## src/rtl/vga_timing_out.sv

```systemverilog
// 640x480@60 VGA timing generator with a registered, blanked colour/sync output stage.
// Counters advance once per pixel period; colour and sync lag the counters by one pixel.
module vga_timing_out #(
    parameter int unsigned CLK_DIV  = 4,
    parameter int unsigned H_ACTIVE = 640,
    parameter int unsigned H_FP     = 16,
    parameter int unsigned H_SYNC   = 96,
    parameter int unsigned H_BP     = 48,
    parameter int unsigned V_ACTIVE = 480,
    parameter int unsigned V_FP     = 10,
    parameter int unsigned V_SYNC   = 2,
    parameter int unsigned V_BP     = 33
) (
    input  logic        clk,
    input  logic        reset_n,
    input  logic [4:0]  rgb_in,
    output logic        pixel_tick,
    output logic [10:0] pixel_x,
    output logic [10:0] pixel_y,
    output logic        video_on,
    output logic [1:0]  frame_tick,
    output logic        frame_start,
    output logic        hsync,
    output logic        vsync,
    output logic [4:0]  vga_rgb
);

    localparam int unsigned CW      = 11;
    localparam int unsigned RGB_W   = 5;
    localparam int unsigned DIV_W   = $clog2(CLK_DIV);
    localparam int unsigned H_TOTAL = H_ACTIVE + H_FP + H_SYNC + H_BP;
    localparam int unsigned V_TOTAL = V_ACTIVE + V_FP + V_SYNC + V_BP;

    localparam logic [DIV_W-1:0] DIV_LAST = DIV_W'(CLK_DIV - 1);
    localparam logic [CW-1:0]    H_LAST   = CW'(H_TOTAL - 1);
    localparam logic [CW-1:0]    V_LAST   = CW'(V_TOTAL - 1);
    localparam logic [CW-1:0]    H_ACT    = CW'(H_ACTIVE);
    localparam logic [CW-1:0]    V_ACT    = CW'(V_ACTIVE);
    localparam logic [CW-1:0]    HS_FIRST = CW'(H_ACTIVE + H_FP);
    localparam logic [CW-1:0]    HS_LAST  = CW'(H_ACTIVE + H_FP + H_SYNC - 1);
    localparam logic [CW-1:0]    VS_FIRST = CW'(V_ACTIVE + V_FP);
    localparam logic [CW-1:0]    VS_LAST  = CW'(V_ACTIVE + V_FP + V_SYNC - 1);

    logic [DIV_W-1:0] div_q, div_d;
    logic             tick_q, tick_d;
    logic [CW-1:0]    x_q, x_d;
    logic [CW-1:0]    y_q, y_d;
    logic [1:0]       ft_q, ft_d;
    logic             fs_q, fs_d;
    logic             hs_q, hs_d;
    logic             vs_q, vs_d;
    logic [RGB_W-1:0] rgb_q, rgb_d;
    logic             vid_on;

    assign vid_on = (x_q < H_ACT) && (y_q < V_ACT);

    // State register: async reset, all outputs inactive and counters at the origin.
    always_ff @(posedge clk or negedge reset_n) begin
        if (!reset_n) begin
            div_q  <= '0;
            tick_q <= 1'b0;
            x_q    <= '0;
            y_q    <= '0;
            ft_q   <= '0;
            fs_q   <= 1'b0;
            hs_q   <= 1'b1;
            vs_q   <= 1'b1;
            rgb_q  <= '0;
        end else begin
            div_q  <= div_d;
            tick_q <= tick_d;
            x_q    <= x_d;
            y_q    <= y_d;
            ft_q   <= ft_d;
            fs_q   <= fs_d;
            hs_q   <= hs_d;
            vs_q   <= vs_d;
            rgb_q  <= rgb_d;
        end
    end

    // Next state: pixel_tick is high while div sits at its last count, so the
    // counter/output update lands on the edge that ends that clk.
    always_comb begin
        div_d  = (div_q == DIV_LAST) ? '0 : div_q + DIV_W'(1);
        tick_d = (div_d == DIV_LAST);
        x_d    = x_q;
        y_d    = y_q;
        ft_d   = ft_q;
        fs_d   = 1'b0;
        hs_d   = hs_q;
        vs_d   = vs_q;
        rgb_d  = rgb_q;
        if (tick_q) begin
            hs_d  = ~((x_q >= HS_FIRST) && (x_q <= HS_LAST));
            vs_d  = ~((y_q >= VS_FIRST) && (y_q <= VS_LAST));
            rgb_d = vid_on ? rgb_in : '0;
            if (x_q == H_LAST) begin
                x_d = '0;
                if (y_q == V_LAST) begin
                    y_d  = '0;
                    ft_d = ft_q + 2'd1;
                    fs_d = 1'b1;
                end else begin
                    y_d = y_q + CW'(1);
                end
            end else begin
                x_d = x_q + CW'(1);
            end
        end
    end

    assign pixel_tick  = tick_q;
    assign pixel_x     = x_q;
    assign pixel_y     = y_q;
    assign video_on    = vid_on;
    assign frame_tick  = ft_q;
    assign frame_start = fs_q;
    assign hsync       = hs_q;
    assign vsync       = vs_q;
    assign vga_rgb     = rgb_q;

endmodule

```

## config.mk

```make
export PLATFORM = sky130hd
export DESIGN_NAME = vga_timing_out
export DESIGN_NICKNAME = d
export VERILOG_FILES = /design/src/rtl/vga_timing_out.sv
export SDC_FILE = /design/constraint.sdc
export NUM_CORES = 1
export LEC_CHECK = 0
export CAP_MARGIN = 20
export CORE_MARGIN = 4
export CORE_UTILIZATION = 49
export CTS_CLUSTER_SIZE = 28
export DETAILED_ROUTE_END_ITERATION = 10
export GPL_TIMING_DRIVEN = 0
export PLACE_DENSITY_LB_ADDON = 0.3
export SYNTH_ARGS = -nofsm -noshare
export SYNTH_HDL_FRONTEND = slang
export SYNTH_SLANG_ARGS = --single-unit
```

## constraint.sdc

```tcl
create_clock -name clk -period 2.1 [get_ports clk]
set_input_delay 0.42 -clock clk [delete_from_list [all_inputs] [get_ports clk]]
set_output_delay 0.42 -clock clk [all_outputs]
set_load 0.02 [all_outputs]
```

==> flow_metrics.env, run 1 <==
export IMPL_outcome="completed"
export IMPL_fin_crit_ns=1.992
export IMPL_r2r_end="pixel_y[4]$_DFFE_PN0P_"
export IMPL_insertion_delay_ns=0.34
export IMPL_report_final_slew_viol_count=0
export IMPL_clockBufferDepth=2
export IMPL_r2r_slack_ns=0.28
export IMPL_clock_skew_ns=0.006227
export IMPL_worstPathMaxFanout=5
export IMPL_port_buffers=40
export IMPL_grt_usage_pct=19.00
export IMPL_grtUsageMet1_pct=22.85
export IMPL_n_antenna_cell=0
export IMPL_grt_max_degree=36
export IMPL_htree_levels=2
export IMPL_dpl_hpwl_mm=2.730
export IMPL_syn_cell_area_um2=1705
export IMPL_maxCapViolCount=0
export IMPL_rr_worst_depth=5
export IMPL_die_h_um=67.00
export IMPL_path_class="reg2out"
export IMPL_via_per_inst=5.336
export IMPL_endpoint_kind="output pin"
export IMPL_die_x_um=67.00
export IMPL_numCtsBuffers=5
export IMPL_core_area_um2=3337
export IMPL_overflow=0
export IMPL_setup_ws_ns=0.1079
export IMPL_ant_nets=0
export IMPL_avgSynthCellArea_um2=10.40
export IMPL_final_cell_mix="clkdlybuf4s50_1, dfrtp_1, inv_1, nand2_1, nor2_1"
export IMPL_synth_edf_count=0
export IMPL_layout_nets=224
export IMPL_cts_reportedPaths_clkPinSlew_ns=0.10
export IMPL_gp_congestion=0.8374
export IMPL_powerDensity_nw_per_um2=482.0
export IMPL_fin_util_pct=66.52
export IMPL_min_period_over_period_pct=94.86
export IMPL_whs_ns=0.1381
export IMPL_fmax_mhz=502.0
export IMPL_postCtsHoldBufs=0
export IMPL_totalPowerFinal_mw=1.070
export IMPL_ys_dominant_reg_cell="dfrtp_1"
export IMPL_start_util_pct=51.11
export IMPL_final_hold_viol_count=0
export IMPL_dp_slack_ns=0.01365
export IMPL_remaining_drc_errors=0
export IMPL_syn_inst=164
export IMPL_synth_cell_type_count=43
export IMPL_drt_initial_drc_count=55
export IMPL_routedWlPerCell_um=14.17
export IMPL_drtPass1Iterations=4
export IMPL_grt_pass1_wl_mm=6.354
export IMPL_relSlewSlack_pct=50.48
export IMPL_yosysWarningCount=0
export IMPL_clockRootBuffer="clkbuf_4"
export IMPL_p_leak_nw=0.9787
export IMPL_final_common_cell="clkdlybuf4s50_1"
export IMPL_busiest_layer="met2"
export IMPL_synth_nets=176
export IMPL_worst_hold_path_type="in2async"
export IMPL_multi_input_area_um2=738.2
export IMPL_antenna_found_initial=0
export IMPL_async_flop_share_pct=100.0
export IMPL_synth_seq_area_share_pct=51.50
export IMPL_nFillCells=282
export IMPL_peakVddDrop_v=0.0002910
export IMPL_vias=1382
export IMPL_worst_pin_slew_ns=0.7428
export IMPL_cts_tree="built"
export IMPL_rsz0062_at_grt="false"
export IMPL_rows=21
export IMPL_wl_mm=3.671
export IMPL_seqCellArea_um2=883.3
export IMPL_met3_usage_pct=5.734
export IMPL_use_met2_pct=31.44
export IMPL_cp_required_ns=1.68
export IMPL_clock_sinks=35
export IMPL_arrival_ns=1.57
export IMPL_syn2layout_area_growth_pct=30.15
export IMPL_grt_pass1_vias=1388
export IMPL_pin_count=41
export IMPL_synth_seq_cells=35
export IMPL_drive_gt1_share_pct=13.62
export IMPL_worstSetupStartpointType="register"
export IMPL_setup_violations=0
export IMPL_die_area_um2=4488
export IMPL_timing_rr_start="pixel_x[0]$_DFFE_PN0P_"
export IMPL_dp_cells=250
export IMPL_fin_cells=259
[registers in the layout (all words and copies together) (netlist names)]
| name | count |
|---|---|
| pixel_tick | 1 |
| pixel_x | 11 |
| pixel_y | 11 |
| vga_rgb | 5 |
| frame_tick | 2 |
| hsync | 1 |
| div_q | 2 |
| vsync | 1 |
| frame_start | 1 |
[what timing repair did]
action / CTS / global route
resized for setup: 1 / 4
setup buffers: 1 / 0
endpoints found under the setup margin: 1 / 1
pin swaps: 1 / 0
[area by class of cell]
cell class                      count  area share (%)
Clock inverter                      1          0.2255
Multi-Input combinational cell    109           33.26
Sequential cell                    35           39.80
Buffer                              6           1.635
Clock buffer                        7           2.029
Tap cell                           46           2.593
Inverter                           14           2.368
Timing Repair Buffer               41           18.09
[worst max-delay path by stage]
stage | from | end | slack, ns
final | pixel_y[7]$_DFFE_PN0P_ | video_on | 0.11
after global routing | pixel_y[7]$_DFFE_PN0P_ | video_on | 0.01
after CTS | pixel_y[5]$_DFFE_PN0P_ | video_on | 0.06
after detailed placement | pixel_x[7]$_DFFE_PN0P_ | video_on | 0.01
after global placement | reset_n | pixel_y[1]$_DFFE_PN0P_ | -0.1
after floorplan | pixel_y[0]$_DFFE_PN0P_ | pixel_y[9]$_DFFE_PN0P_ | 0.36
[power by group]
| part | switching [mW] | leakage [nW] | internal [mW] |
|---|---|---|---|
| registers | 0.00231 | 0.449 | 0.679 |
| clock network | 0.215 | 0.0293 | 0.130 |
| logic | 0.0244 | 0.500 | 0.0196 |
| total | 0.241 | 0.979 | 0.829 |
[synth_stat cells (all sizes together), types with 2 or more instances]
master	number	area [um2]
mux2	2	22.52
nand4b	2	17.52
inv	14	52.55
a21oi	3	15.01
clkbuf	4	17.52
nor2	12	47.55
buf	2	18.77
nor4b	2	17.52
o21ai	7	35.03
nand2	12	45.04
o22ai	6	37.54
and3	3	25.03
xnor2	7	61.31
nor4	2	18.77
ha	5	62.56
dfstp	2	52.55
xor2	7	61.31
or2	2	12.51
nor3b	2	26.28
nor3	6	30.03
nand3	10	55.05
a21o	2	15.01
dfrtp	33	825.8
nand4	6	37.54
and4	2	17.52
[logic make-up (layout without fill, tap and decap cells)]
group                    after synthesis  in the layout  synth area share (%)
AO/OA/AOI/OAI                         22             22                 7.924
buffers and inverters                 20             69                 5.209
flip-flops                            35             35                 51.50
adder cells (fa/ha/maj)                5              5                 3.668
AND/OR/NAND/NOR                       65             65                 22.60
multiplexers                           3              3                 1.907
XOR/XNOR                              14             14                 7.190
[layer usage]
metal	vias up	routed length, um	share of wire [%]
met4	0	65	1.8
met2	38	1762	48
met3	10	203	5.5
met5	-	0	0
li1	669	-	-
met1	665	1639	45
[metrics by stage]
step | area (um2) | TNS (ns)
after floorplan | 1705 | 0
after detailed placement | 2158 | 0
after global placement | 2163 | -3.245
after global routing | 2220 | 0
after CTS | 2215 | 0
final | 2220 | 0
[worst max-delay path, cell delays in order, from the launching register on]
cell	delay, ns
dfrtp_1	0.45
nand4_1	0.22
nand4b_1	0.17
inv_1	0.07
dlygate4sd2_1	0.33
(Power assumes the default switching activity.)
==> inputs of run 2 (changes only) <==
--- a/config.mk
+++ b/config.mk
@@ -6,8 +6,9 @@
 export NUM_CORES = 1
 export LEC_CHECK = 0
 export CAP_MARGIN = 20
-export CORE_MARGIN = 4
-export CORE_UTILIZATION = 49
+export CORE_MARGIN = 3
+export CORE_UTILIZATION = 50
+export CTS_BUF_LIST = sky130_fd_sc_hd__clkbuf_8
 export CTS_CLUSTER_SIZE = 28
 export DETAILED_ROUTE_END_ITERATION = 10
 export GPL_TIMING_DRIVEN = 0
==> run 2 against run 1 <==
Effect of this change:
- die area fell by 7.6%
- sequential power barely moved
- sequential share of layout area down 1.1 points
- setup slack better by 0.034 ns
==> flow_metrics.env, run 2 (synthesis results as in run 1) <==
export IMPL_power_switching_uw=251.9
export IMPL_remaining_drc_errors=0
export IMPL_dp_slack_ns=0.03841
export IMPL_final_hold_viol_count=0
export IMPL_relSlewSlack_pct=50.27
export IMPL_core_area_um2=3153
export IMPL_p_leak_nw=1.016
export IMPL_placed_area_um2=2156
export IMPL_setup_violations=0
export IMPL_path_class="reg2out"
export IMPL_htree_levels=2
export IMPL_overflow=0
export IMPL_r2r_end="pixel_y[4]$_DFFE_PN0P_"
export IMPL_cts_reportedPaths_clkPinSlew_ns=0.07
export IMPL_final_common_cell="clkdlybuf4s50_1"
export IMPL_peakVddDrop_v=0.0003738
export IMPL_fin_cells=258
export IMPL_clockBufferDepth=2
export IMPL_drive_gt1_share_pct=12.62
export IMPL_ant_nets=0
export IMPL_powerDensity_nw_per_um2=548.5
export IMPL_cp_required_ns=1.68
export IMPL_grt_max_degree=36
export IMPL_clock_sinks=35
export IMPL_outcome="completed"
export IMPL_syn2layout_area_growth_pct=33.09
export IMPL_p_seq_share_pct=54.7
export IMPL_die_area_um2=4147
export IMPL_layout_nets=225
export IMPL_worst_hold_path_type="in2async"
export IMPL_endpoint_kind="output pin"
export IMPL_antenna_found_initial=0
export IMPL_dpl_hpwl_mm=2.678
export IMPL_rows=20
export IMPL_min_period_over_period_pct=93.22
export IMPL_setup_ws_ns=0.1423
export IMPL_grt_pass1_vias=1376
export IMPL_startpoint="pixel_x[7]$_DFFE_PN0P_"
export IMPL_start_util_pct=54.09
export IMPL_worstSetupStartpointType="register"
export IMPL_slowest_stage="dfrtp_1"
export IMPL_routedWlPerCell_um=14.10
export IMPL_pin_count=41
export IMPL_gp_congestion=0.8639
export IMPL_swShare_pct=20.24
export IMPL_arrival_ns=1.54
export IMPL_design_area_um2=2270
export IMPL_fin_crit_ns=1.958
export IMPL_cp_cell_sequence="o21ai_0 -> nand4b_1 -> inv_1 -> dlygate4sd2_1"
export IMPL_p_comb_share_pct=3.5
export IMPL_fmax_mhz=510.8
export IMPL_n_antenna_cell=0
export IMPL_grt_pass1_wl_mm=6.548
export IMPL_die_x_um=64.40
export IMPL_via_per_inst=5.240
export IMPL_drtPass1Iterations=4
export IMPL_p_clk_share_pct=41.7
export IMPL_timing_setup_tns_ns=0
export IMPL_cpPeakStageDelay_ns=0.46
export IMPL_report_final_slew_viol_count=0
export IMPL_wl_mm=3.638
export IMPL_worst_pin_slew_ns=0.7459
export IMPL_rsz0062_at_grt="false"
export IMPL_final_cell_mix="clkdlybuf4s50_1, dfrtp_1, inv_1, nand2_1, nor2_1"
export IMPL_maxCapViolCount=0
export IMPL_intPower_uw=993.0
export IMPL_cts_tree="built"
export IMPL_worstPathMaxFanout=6
export IMPL_rr_worst_depth=5
export IMPL_die_h_um=64.40
export IMPL_vias=1352
export IMPL_grt_usage_pct=20.15
export IMPL_clockRootBuffer="clkbuf_8"
export IMPL_timing_rr_start="pixel_x[0]$_DFFE_PN0P_"
export IMPL_postCtsHoldBufs=0
export IMPL_dp_cells=248
export IMPL_r2r_slack_ns=0.29
export IMPL_numCtsBuffers=5
export IMPL_port_buffers=40
export IMPL_drt_initial_drc_count=82
export IMPL_insertion_delay_ns=0.28
export IMPL_clock_skew_ns=0.002735
[run 2: changes by cell type in the layout (fill, tap and decap cells not counted), sizes merged]
| cell | delta |
|---|---|
| buf | +1 |
| inv | +1 |
| clkinv | -1 |
[run 2: timing repair]
item,4_1_cts,5_1_grt
endpoints found under the setup margin,1,1
buffers inserted,1,1
resized for setup,1,0
pin swaps,1,1
[run 2: area by class of cell]
class                   instances  area [um2]
fillers                       244       883.3
flip-flops and latches         35       878.3
multi-input cells             109       738.2
repair buffers                 42       409.1
clock buffers                   7       96.34
well taps                      44       55.05
inverters                      14       52.55
plain buffers                   6       36.28
clock inverters                 1       3.754
[run 2: worst max-delay path by stage]
stage	endpoint	slack (ns)	depth (start not counted)
6_report	video_on	0.14	4
5_1_grt	video_on	0.03	4
4_1_cts	video_on	0.12	4
3_5_place_dp	video_on	0.04	4
3_3_place_gp	pixel_y[0]$_DFFE_PN0P_	-0.06	1
2_1_floorplan	pixel_y[9]$_DFFE_PN0P_	0.36	7
[run 2: metrics by stage]
| stage | total power [mW] | hold WS (ns) | utilization [%] |
|---|---|---|---|
| 2_1_floorplan | 0.7049 | 0.1244 | - |
| 3_3_place_gp | 0.7389 | 0.4379 | 68.53 |
| 3_5_place_dp | 0.7391 | 0.4531 | 68.37 |
| 4_1_cts | 1.259 | 0.2289 | 71.75 |
| 5_1_grt | 1.300 | 0.2658 | 71.98 |
| 6_report | 1.245 | 0.2009 | 71.98 |
[run 2: power by group through the flow]
stage	logic, mW	clock network (mW)	registers (mW)
2_1_floorplan	0.00441	0	0.701
6_report	0.0439	0.520	0.682
3_5_place_dp	0.0450	0	0.694
5_1_grt	0.0492	0.569	0.682
3_3_place_gp	0.0451	0	0.694
4_1_cts	0.0453	0.532	0.681
[run 2: critical path: cells and delay by family (launching register included)]
kind	cells	cell delay, ns
and+or+nand+nor	1	0.17
AOI/OAI and AO/OA	1	0.22
DFF	1	0.46
buffers and inverters	2	0.41
[run 2: routing by layer]
layer	GRT usage [%]	wire [um]	vias to the layer above
met5	0	0	-
met3	4.745	187	5
met2	33.89	1793	37
li1	-	-	667
met4	7.388	48	0
met1	25.14	1608	643
==> inputs of run 3 (changes only) <==
--- a/config.mk
+++ b/config.mk
@@ -5,6 +5,7 @@
 export SDC_FILE = /design/constraint.sdc
 export NUM_CORES = 1
 export LEC_CHECK = 0
+export ABC_CLOCK_PERIOD_IN_PS = 2100
 export CAP_MARGIN = 20
 export CORE_MARGIN = 3
 export CORE_UTILIZATION = 50
@@ -12,6 +13,7 @@
 export CTS_CLUSTER_SIZE = 28
 export DETAILED_ROUTE_END_ITERATION = 10
 export GPL_TIMING_DRIVEN = 0
+export HOLD_SLACK_MARGIN = 0.15
 export PLACE_DENSITY_LB_ADDON = 0.3
 export SYNTH_ARGS = -nofsm -noshare
 export SYNTH_HDL_FRONTEND = slang
==> results of run 3 <==
No change in the layout: final DEF, timing and power equal those of run 2.
